**config.mk**
```make
export PLATFORM = sky130hd
export DESIGN_NAME = fb_regfile_mp_flat
export DESIGN_NICKNAME = d
export VERILOG_FILES = /design/src/rtl/fb_regfile_mp_if.sv /design/src/rtl/fb_regfile_mp.sv /design/src/flat_wrapper.sv
export SDC_FILE = /design/constraint.sdc
export NUM_CORES = 2
export LEC_CHECK = 0
export BUFFER_PORTS_ARGS = -buffer_cell sky130_fd_sc_hd__clkbuf_2
export CAP_MARGIN = 20
export CORE_UTILIZATION = 43
export DETAILED_ROUTE_END_ITERATION = 6
export GPL_ROUTABILITY_DRIVEN = 0
export PLACE_DENSITY = 0.55
export SLEW_MARGIN = 15
export SYNTH_ARGS = -nofsm -noshare
export SYNTH_HDL_FRONTEND = slang
export SYNTH_SLANG_ARGS = --single-unit
```
**constraint.sdc**
```tcl
create_clock -name clk -period 11.4 [get_ports clk]
set_input_delay 0.57 -clock clk [delete_from_list [all_inputs] [get_ports clk]]
set_output_delay 0.57 -clock clk [all_outputs]
set_load 0.05 [all_outputs]
```
**src/rtl/fb_regfile_mp_if.sv**
```systemverilog
`default_nettype none
// =============================================================================
// Module   : fb_regfile_mp_if
// Brief    : Bus bundle for fb_regfile_mp: read ports, two writebacks, issue/flush.
// Revision : 1.0
// =============================================================================
interface fb_regfile_mp_if #(
  parameter int XLEN = 32,
  parameter int NREG = 32,
  parameter int NRD  = 2
);
  localparam int AW = $clog2(NREG);

  logic [NRD*AW-1:0]   rd_addr;
  logic [NRD*XLEN-1:0] rd_data;
  logic [NRD-1:0]      rd_busy;
  logic                w0_en;
  logic [AW-1:0]       w0_addr;
  logic [XLEN-1:0]     w0_data;
  logic                w1_en;
  logic [AW-1:0]       w1_addr;
  logic [XLEN-1:0]     w1_data;
  logic                iss_en;
  logic [AW-1:0]       iss_addr;
  logic                flush;
  logic                ready;

  modport master (
    output rd_addr, w0_en, w0_addr, w0_data, w1_en, w1_addr, w1_data,
           iss_en, iss_addr, flush,
    input  rd_data, rd_busy, ready
  );

  modport slave (
    input  rd_addr, w0_en, w0_addr, w0_data, w1_en, w1_addr, w1_data,
           iss_en, iss_addr, flush,
    output rd_data, rd_busy, ready
  );
endinterface
`default_nettype wire

```
**src/rtl/fb_regfile_mp.sv**
```systemverilog
`default_nettype none
// =============================================================================
// Module   : fb_regfile_mp
// Brief    : Multi-port register file with write-pending scoreboard and init
//            sweep. Optional write-to-read bypass: FB_REGFILE_BYPASS_EN.
// Revision : 1.0
// =============================================================================
module fb_regfile_mp #(
  parameter int XLEN = 32,
  parameter int NREG = 32,
  parameter int NRD  = 2
) (
  input  wire logic      clk,
  input  wire logic      reset_n,
  fb_regfile_mp_if.slave bus
);
  localparam int            AW         = $clog2(NREG);
  localparam logic [AW-1:0] C_LAST_IDX = AW'(NREG - 1);
  localparam logic [AW-1:0] C_ONE      = AW'(1);

  typedef enum logic [0:0] {
    ST_INIT = 1'b0,
    ST_RUN  = 1'b1
  } state_t;

  state_t          r_state;
  state_t          w_state_nxt;
  logic [AW-1:0]   r_idx;
  logic [AW-1:0]   w_idx_nxt;
  logic [XLEN-1:0] r_mem [NREG];
  logic [NREG-1:0] r_busy;
  logic [NREG-1:0] w_busy_nxt;
  logic            w_run;
  logic            w_w0_act;
  logic            w_w1_act;
  logic            w_iss_act;

  assign w_run     = (r_state == ST_RUN);
  assign w_w0_act  = w_run && bus.w0_en  && (bus.w0_addr  != '0);
  assign w_w1_act  = w_run && bus.w1_en  && (bus.w1_addr  != '0);
  assign w_iss_act = w_run && bus.iss_en && (bus.iss_addr != '0);
  assign bus.ready = w_run;

  always_ff @(posedge clk or negedge reset_n) begin
    if (!reset_n) begin
      r_state <= ST_INIT;
      r_idx   <= C_ONE;
    end else begin
      r_state <= w_state_nxt;
      r_idx   <= w_idx_nxt;
    end
  end

  always_comb begin
    w_state_nxt = r_state;
    w_idx_nxt   = r_idx;
    case (r_state)
      ST_INIT: begin
        w_idx_nxt = r_idx + C_ONE;
        if (r_idx == C_LAST_IDX) begin
          w_state_nxt = ST_RUN;
        end
      end
      ST_RUN: begin
        w_idx_nxt = r_idx;
      end
      default: begin
        w_state_nxt = ST_INIT;
      end
    endcase
  end

  // Storage has no reset; the sweep zeroes it. Later NBA gives W1 priority.
  always_ff @(posedge clk) begin
    if (!w_run) begin
      r_mem[r_idx] <= '0;
    end else begin
      if (w_w0_act) begin
        r_mem[bus.w0_addr] <= bus.w0_data;
      end
      if (w_w1_act) begin
        r_mem[bus.w1_addr] <= bus.w1_data;
      end
    end
  end

  // Set after clear so a newer producer stays pending; flush overrides both.
  always_comb begin
    w_busy_nxt = r_busy;
    if (w_w0_act) begin
      w_busy_nxt[bus.w0_addr] = 1'b0;
    end
    if (w_w1_act) begin
      w_busy_nxt[bus.w1_addr] = 1'b0;
    end
    if (w_iss_act) begin
      w_busy_nxt[bus.iss_addr] = 1'b1;
    end
    if (w_run && bus.flush) begin
      w_busy_nxt = '0;
    end
    w_busy_nxt[0] = 1'b0;
  end

  always_ff @(posedge clk or negedge reset_n) begin
    if (!reset_n) begin
      r_busy <= '0;
    end else begin
      r_busy <= w_busy_nxt;
    end
  end

  generate
    for (genvar k = 0; k < NRD; k++) begin : g_rd
      logic [AW-1:0]   w_addr;
      logic [XLEN-1:0] w_data;
      logic            w_busy;

      assign w_addr = bus.rd_addr[k*AW +: AW];

      always_comb begin
        w_data = r_mem[w_addr];
        w_busy = r_busy[w_addr];
`ifdef FB_REGFILE_BYPASS_EN
        if (w_w1_act && (bus.w1_addr == w_addr)) begin
          w_data = bus.w1_data;
          w_busy = 1'b0;
        end else if (w_w0_act && (bus.w0_addr == w_addr)) begin
          w_data = bus.w0_data;
          w_busy = 1'b0;
        end
`else
        w_data = r_mem[w_addr];
`endif
        if (!w_run || (w_addr == '0)) begin
          w_data = '0;
          w_busy = 1'b0;
        end
      end

      assign bus.rd_data[k*XLEN +: XLEN] = w_data;
      assign bus.rd_busy[k]              = w_busy;
    end
  endgenerate
endmodule
`default_nettype wire
```
**src/flat_wrapper.sv**
```systemverilog
// flat-port wrapper written by rule: the top's interface ports become plain ports
module fb_regfile_mp_flat 
#(
  parameter int XLEN = 32,
  parameter int NREG = 32,
  parameter int NRD  = 2
)
  (clk, reset_n, bus_rd_addr, bus_w0_en, bus_w0_addr, bus_w0_data, bus_w1_en, bus_w1_addr, bus_w1_data, bus_iss_en, bus_iss_addr, bus_flush, bus_rd_data, bus_rd_busy, bus_ready);
  fb_regfile_mp_if #(.XLEN(XLEN), .NREG(NREG), .NRD(NRD)) bus_i ();
  input  wire logic clk;
  input  wire logic reset_n;
  input wire logic [$bits(bus_i.rd_addr)-1:0] bus_rd_addr;
  input wire logic [$bits(bus_i.w0_en)-1:0] bus_w0_en;
  input wire logic [$bits(bus_i.w0_addr)-1:0] bus_w0_addr;
  input wire logic [$bits(bus_i.w0_data)-1:0] bus_w0_data;
  input wire logic [$bits(bus_i.w1_en)-1:0] bus_w1_en;
  input wire logic [$bits(bus_i.w1_addr)-1:0] bus_w1_addr;
  input wire logic [$bits(bus_i.w1_data)-1:0] bus_w1_data;
  input wire logic [$bits(bus_i.iss_en)-1:0] bus_iss_en;
  input wire logic [$bits(bus_i.iss_addr)-1:0] bus_iss_addr;
  input wire logic [$bits(bus_i.flush)-1:0] bus_flush;
  output wire logic [$bits(bus_i.rd_data)-1:0] bus_rd_data;
  output wire logic [$bits(bus_i.rd_busy)-1:0] bus_rd_busy;
  output wire logic [$bits(bus_i.ready)-1:0] bus_ready;
  assign bus_i.rd_addr = bus_rd_addr;
  assign bus_i.w0_en = bus_w0_en;
  assign bus_i.w0_addr = bus_w0_addr;
  assign bus_i.w0_data = bus_w0_data;
  assign bus_i.w1_en = bus_w1_en;
  assign bus_i.w1_addr = bus_w1_addr;
  assign bus_i.w1_data = bus_w1_data;
  assign bus_i.iss_en = bus_iss_en;
  assign bus_i.iss_addr = bus_iss_addr;
  assign bus_i.flush = bus_flush;
  assign bus_rd_data = bus_i.rd_data;
  assign bus_rd_busy = bus_i.rd_busy;
  assign bus_ready = bus_i.ready;
  fb_regfile_mp #(.XLEN(XLEN), .NREG(NREG), .NRD(NRD)) u_core (.clk(clk), .reset_n(reset_n), .bus(bus_i));
endmodule
```
Word level (Yosys, flattened, before mapping)
Memory sizes are Yosys's and may differ from the RTL's.
Index checks and enable logic that the tools add are counted.
{"block": "totals", "wordCells": 69, "ramBits": 1024, "out_inout_bits": 67, "reg_bits": 37, "mem_count": 1, "in_bits": 95}
{"memory": "u_core.r_mem", "words": 32, "word_bits": 32, "rd": 2, "rd_clocked_by_memory_dff": 0, "wr": 2, "line_no": "fb_regfile_mp.sv:30", "rtl": "logic [XLEN-1:0] r_mem [NREG];"}
{"block": "classes", "mux": 31, "order_cmp": 8, "reduce_logical": 19, "eq_ne": 1, "n_bitwise": 5, "n_addsub": 1}
{"operator": "two-way mux 32 bit", "n": 7}
{"operator": "AND 32 bit", "n": 2}
{"operator": "NOT 32 bit", "n": 2}
{"operator": "bitwise OR 32 bit", "n": 1}
{"operator": "OR reduction 32 bit", "n": 1}
{"operator": "less-than comparator 5 x 6 -> 1 bit, second input constant", "n": 5}
{"operator": "two-way mux 1 bit", "n": 17}
{"operator": "demux 1 bit (select 5 bit)", "n": 3}
{"operator": "greater-or-equal comparator 5 x 1 -> 1 bit, second input constant", "n": 3}
{"operator": "nonzero test 5 bit", "n": 3}
{"operator": "binary-select mux 1 bit (select 5 bit)", "n": 2}
{"operator": "logical AND 1 bit", "n": 10}
{"operator": "zero test 5 bit", "n": 2}
{"operator": "two-way mux 5 bit", "n": 2}
{"operator": "adder 5 x 1 -> 5 bit, second input constant", "n": 1}
{"operator": "== test 5 bit, second input constant", "n": 1}
{"operator": "logical OR 1 bit", "n": 2}
{"operator": "zero test 1 bit", "n": 1}

Longest topological paths before layout
{"block": "logic_depth", "word_depth": 12, "depth_mapped": 9, "ltp_nobuf": 5}

Worst setup path after synthesis
OpenSTA, ideal clock, no wires.
{"block": "synth_path", "path_kind": "register to register", "from": "register u_core.r_state, in the netlist u_core.bus.ready", "to": "memory u_core.r_mem[7][0] (enable)", "stages_incl_launch_ff": 8, "setup_ns": 0.470, "path_slack_ns": 6.865, "arrival_time_ns": 4.065, "synth_period_minus_slack_ns": 4.535, "t_required_ns": 10.930, "path_buffers": 3, "cell_sequence": "dfrtp_1 buf_4 buf_6 nor2b_1 buf_2 nand4b_1 o21a_1 o31ai_1"}
{"item": "from (decl)", "line_no": "fb_regfile_mp.sv:26", "rtl": "state_t r_state;"}
{"item": "from (signal assigned)", "line_no": "fb_regfile_mp.sv:49", "rtl": "r_state <= w_state_nxt;"}
{"item": "to (decl)", "line_no": "fb_regfile_mp.sv:30"}

Worst setup path in the final report
{"block": "layout_path", "from": "register u_core.r_state, in the netlist u_core.bus.ready", "to": "output port bus_rd_data[44]"}
{"block": "layout_via", "elab_chain_cells": 3}
{"item": "zero test 1 bit"}
{"item": "logical OR 1 bit", "line_no": "fb_regfile_mp.sv:135", "rtl": "if (!w_run || (w_addr == '0)) begin"}
{"item": "two-way mux 32 bit", "line_no": "fb_regfile_mp.sv:135"}
{"item": "to (decl)", "line_no": "flat_wrapper.sv:22", "rtl": "output wire logic [$bits(bus_i.rd_data)-1:0] bus_rd_data;"}
Every way passes these cells.

==> impl_metrics.yaml <==
power_and_ir_drop:
  pwr-share-seq: 0.464
  clockPowerShare: 0.422
  cellPowerDensity_nw_per_um2: 139
  total_power_w: 0.00929
  p_leak_nw: 23.6
  switching_share: 0.266
  vdd_drop_max_mv: 0.121
  combinationalPowerShare: 0.114
  power_switching_w: 0.00247
  internal_power_w: 0.00683
grt:
  met2_usage: 0.540
  grt.busiest_layer: "met2"
  grt_pass1_wl_um: 353000
  grt_pass1_vias: 44300
  met1_usage: 0.476
  grtUsageTotal: 0.359
  antenna_found_initial: 29
  use_met3: 0.0878
  overflow: 0
  grt_max_degree: 96
placement:
  place_area_um2: 63000
  dp_hpwl_um: 135000
  placement.io_buffers: 161
logic_synthesis:
  syn-num-nets: 5142
  synthArstFlopShare: 0.0349
  synth_cells: 5045
  syn_area_per_cell_um2: 12.1
  yosys.cell_types.count: 65
  synth_edf_count: 1024
  yosys_warnings: 0
  synth.yosys.seq_area_share: 0.520
  synth-seq-cells: 1061
  syn_area_um2: 60900
  synthFlopType: "edfxtp_1"
clock_tree:
  clock-root-buffer: "clkbuf_16"
  post_cts_buffers: 0
  ctsResizeCount: 0
  ctsHoldBuffers: 1
  cts_buffers: 120
  cts_buffer_depth: 3
  cts_num_sinks: 1061
  cts_tree: "built"
  clock_latency_ns: 0.77
  h-tree-depth: 3
  clk_pin_slew_worst_paths_ns: 0.06
timing:
  clock_skew_ns: 0.0199
  min_period_ns: 5.36
  drv_slew: 0
  slew_headroom: 0.154
  final.period_utilization: 0.470
  rsz0062_at_grt: "false"
  setup_viol_count_final: 0
  fin_tns_setup_ns: 0
  hold_viol: 0
  fmax_mhz: 187
  worst_slew_pin_slew_ns: 1.27
floorplan:
  dieArea_um2: 143000
  start_util: 0.435
  io_pins: 162
  die_h_um: 378
  die_w_um: 378
  rows: 137
  core_um2: 140000
setup_path:
  worstPathArrival_ns: 4.79
  crit_path_max_fanout: 34
  crit_family: "buffers and inverters"
  path_class: "flip-flop to output port"
  cp_slowest_cell: "buf_4"
  crit_path_cell_trace: "nor3b_4, buf_4, and2_2, buf_4, a22oi_1, nand4_1, clkbuf_2"
  critPathMaxStageDelay_ns: 0.75
  setup.worst_path.end_class: "output port"
  cp_common_cell: "buf_4"
  critical_path_required_ns: 10.83
  cp-start-kind: "flip-flop"
  crit_buf_inv: 3
route:
  ant_nets: 0
  route.detailed.vias_per_inst: 6.88
  firstDrtPassIters: 7
  drcViolationCount: 5
  drtIter0Drc: 7837
  finalWirelength_um: 259000
  wl_per_cell_um: 37.8
  vias: 47100
layout:
  drive_gt1_frac: 0.229
  layout_commonest_cell: "edfxtp_1"
  areaGrowthSynthToFinish_pct: 9.90
  mostFrequentLayoutCells: "edfxtp_1 (1024), nand2_1 (887), o21ai_0 (803)"
  final_area_um2: 66900
  fin_nets: 4957
  utilization: 0.478
run:
  max_cap_violations: 0
hold_path:
  min_path_type: "primary input to flip-flop"
run_status:
  outcome: "complete, but fails checks"
  violations: "design-rule violations"
==> kinds of logic after synthesis <==
family,count (synthesis),synth area share
mux,861,0.225
flops,1061,0.520
xor+xnor,3,0.000431
buf+inv,620,0.0461
compound gates,1230,0.115
fa+ha+maj,2,0.000411
simple gates,1268,0.0929
==> Yosys cell counts, types with 11 or more instances <==
cell      instances  area [um2]
edfxtp_1       1024       30700
nand2_1         889        3340
o21ai_0         822        4110
mux4_2          388        8740
clkbuf_1        319        1200
mux2i_1         277        2770
a22oi_1         256        1920
mux2_2          196        2210
buf_2           188         941
nand3_1          95         475
a21oi_1          82         410
nand4_1          70         438
and3_1           69         432
inv_1            37         139
dfrtp_1          36         901
nor2_1           36         135
buf_4            33         248
clkbuf_2         29         145
a32oi_1          26         228
nor2b_1          19         119
and2_1           17         106
nor2_2           16         100
buf_6            11         124
o211ai_1         11        82.6
==> power groups by stage <==
stage / combinational, W / clock, W / sequential (W)
final: 0.00106 / 0.00392 / 0.00431
after global routing: 0.00110 / 0.00408 / 0.00431
after CTS: 0.00103 / 0.00393 / 0.00431
after detailed placement: 0.00103 / 0 / 0.00439
after global placement: 0.00102 / 0 / 0.00439
after floorplan: 0.000662 / 0 / 0.00439
==> final timing paths <==
| path | start | end | slack [ns] | cells past startpoint |
|---|---|---|---|---|
| setup / recovery | u_core.bus.ready | bus_rd_data[44] | 6.04 | 7 |
| hold / removal | bus_iss_addr[1] | u_core.r_busy[7] | 0.18 | 3 |
| setup reg to reg | u_core.bus.ready | u_core.r_mem[13][18] | 6.90 | 6 |
| hold reg to reg | u_core.r_idx[0] | u_core.r_idx[0] | 0.56 | 1 |
| max in group asynchronous | reset_n | u_core.r_busy[16] | 10.71 | 3 |
| min in group asynchronous | reset_n | u_core.r_idx[1] | 0.22 | 2 |
==> tightest hold or removal path: stages <==
cell      delay (ns)
clkbuf_2        0.15
nand3_1         0.11
a21oi_1         0.06
==> routing by layer <==
metal  vias up  part of all wire
met1     23700              0.37
met3       820              0.13
met4        16             0.063
met5         -           0.00041
li1      19000                 -
met2      3600              0.44
==> per-stage QoR <==
step,cells,hold slack (ns),setup slack (ns)
floorplan,5045,0.274,6.87
global placement,6609,0.514,6.37
detailed placement,6612,0.550,6.37
CTS,6840,0.143,6.27
global route,6853,0.186,6.18
finish,6855,0.180,6.04
==> cell type report <==
| cell class | count | area (um2) |
|---|---|---|
| fill | 12400 | 73100 |
| sequential | 1061 | 31700 |
| multi-input combinational | 3364 | 27100 |
| clock buffer | 144 | 3110 |
| tap | 1876 | 2350 |
| timing repair buffer | 276 | 1810 |
| clock inverter | 83 | 749 |
| inverter | 37 | 139 |
| antenna | 14 | 35.0 |
==> sequential cells by signal, summed over array words and instances (netlist names) <==
signal and count:
u_core.r_mem 1024, u_core.r_busy 31, u_core.bus.ready 1, u_core.r_idx 5
No activity file was read; power rests on OpenSTA's default activity.
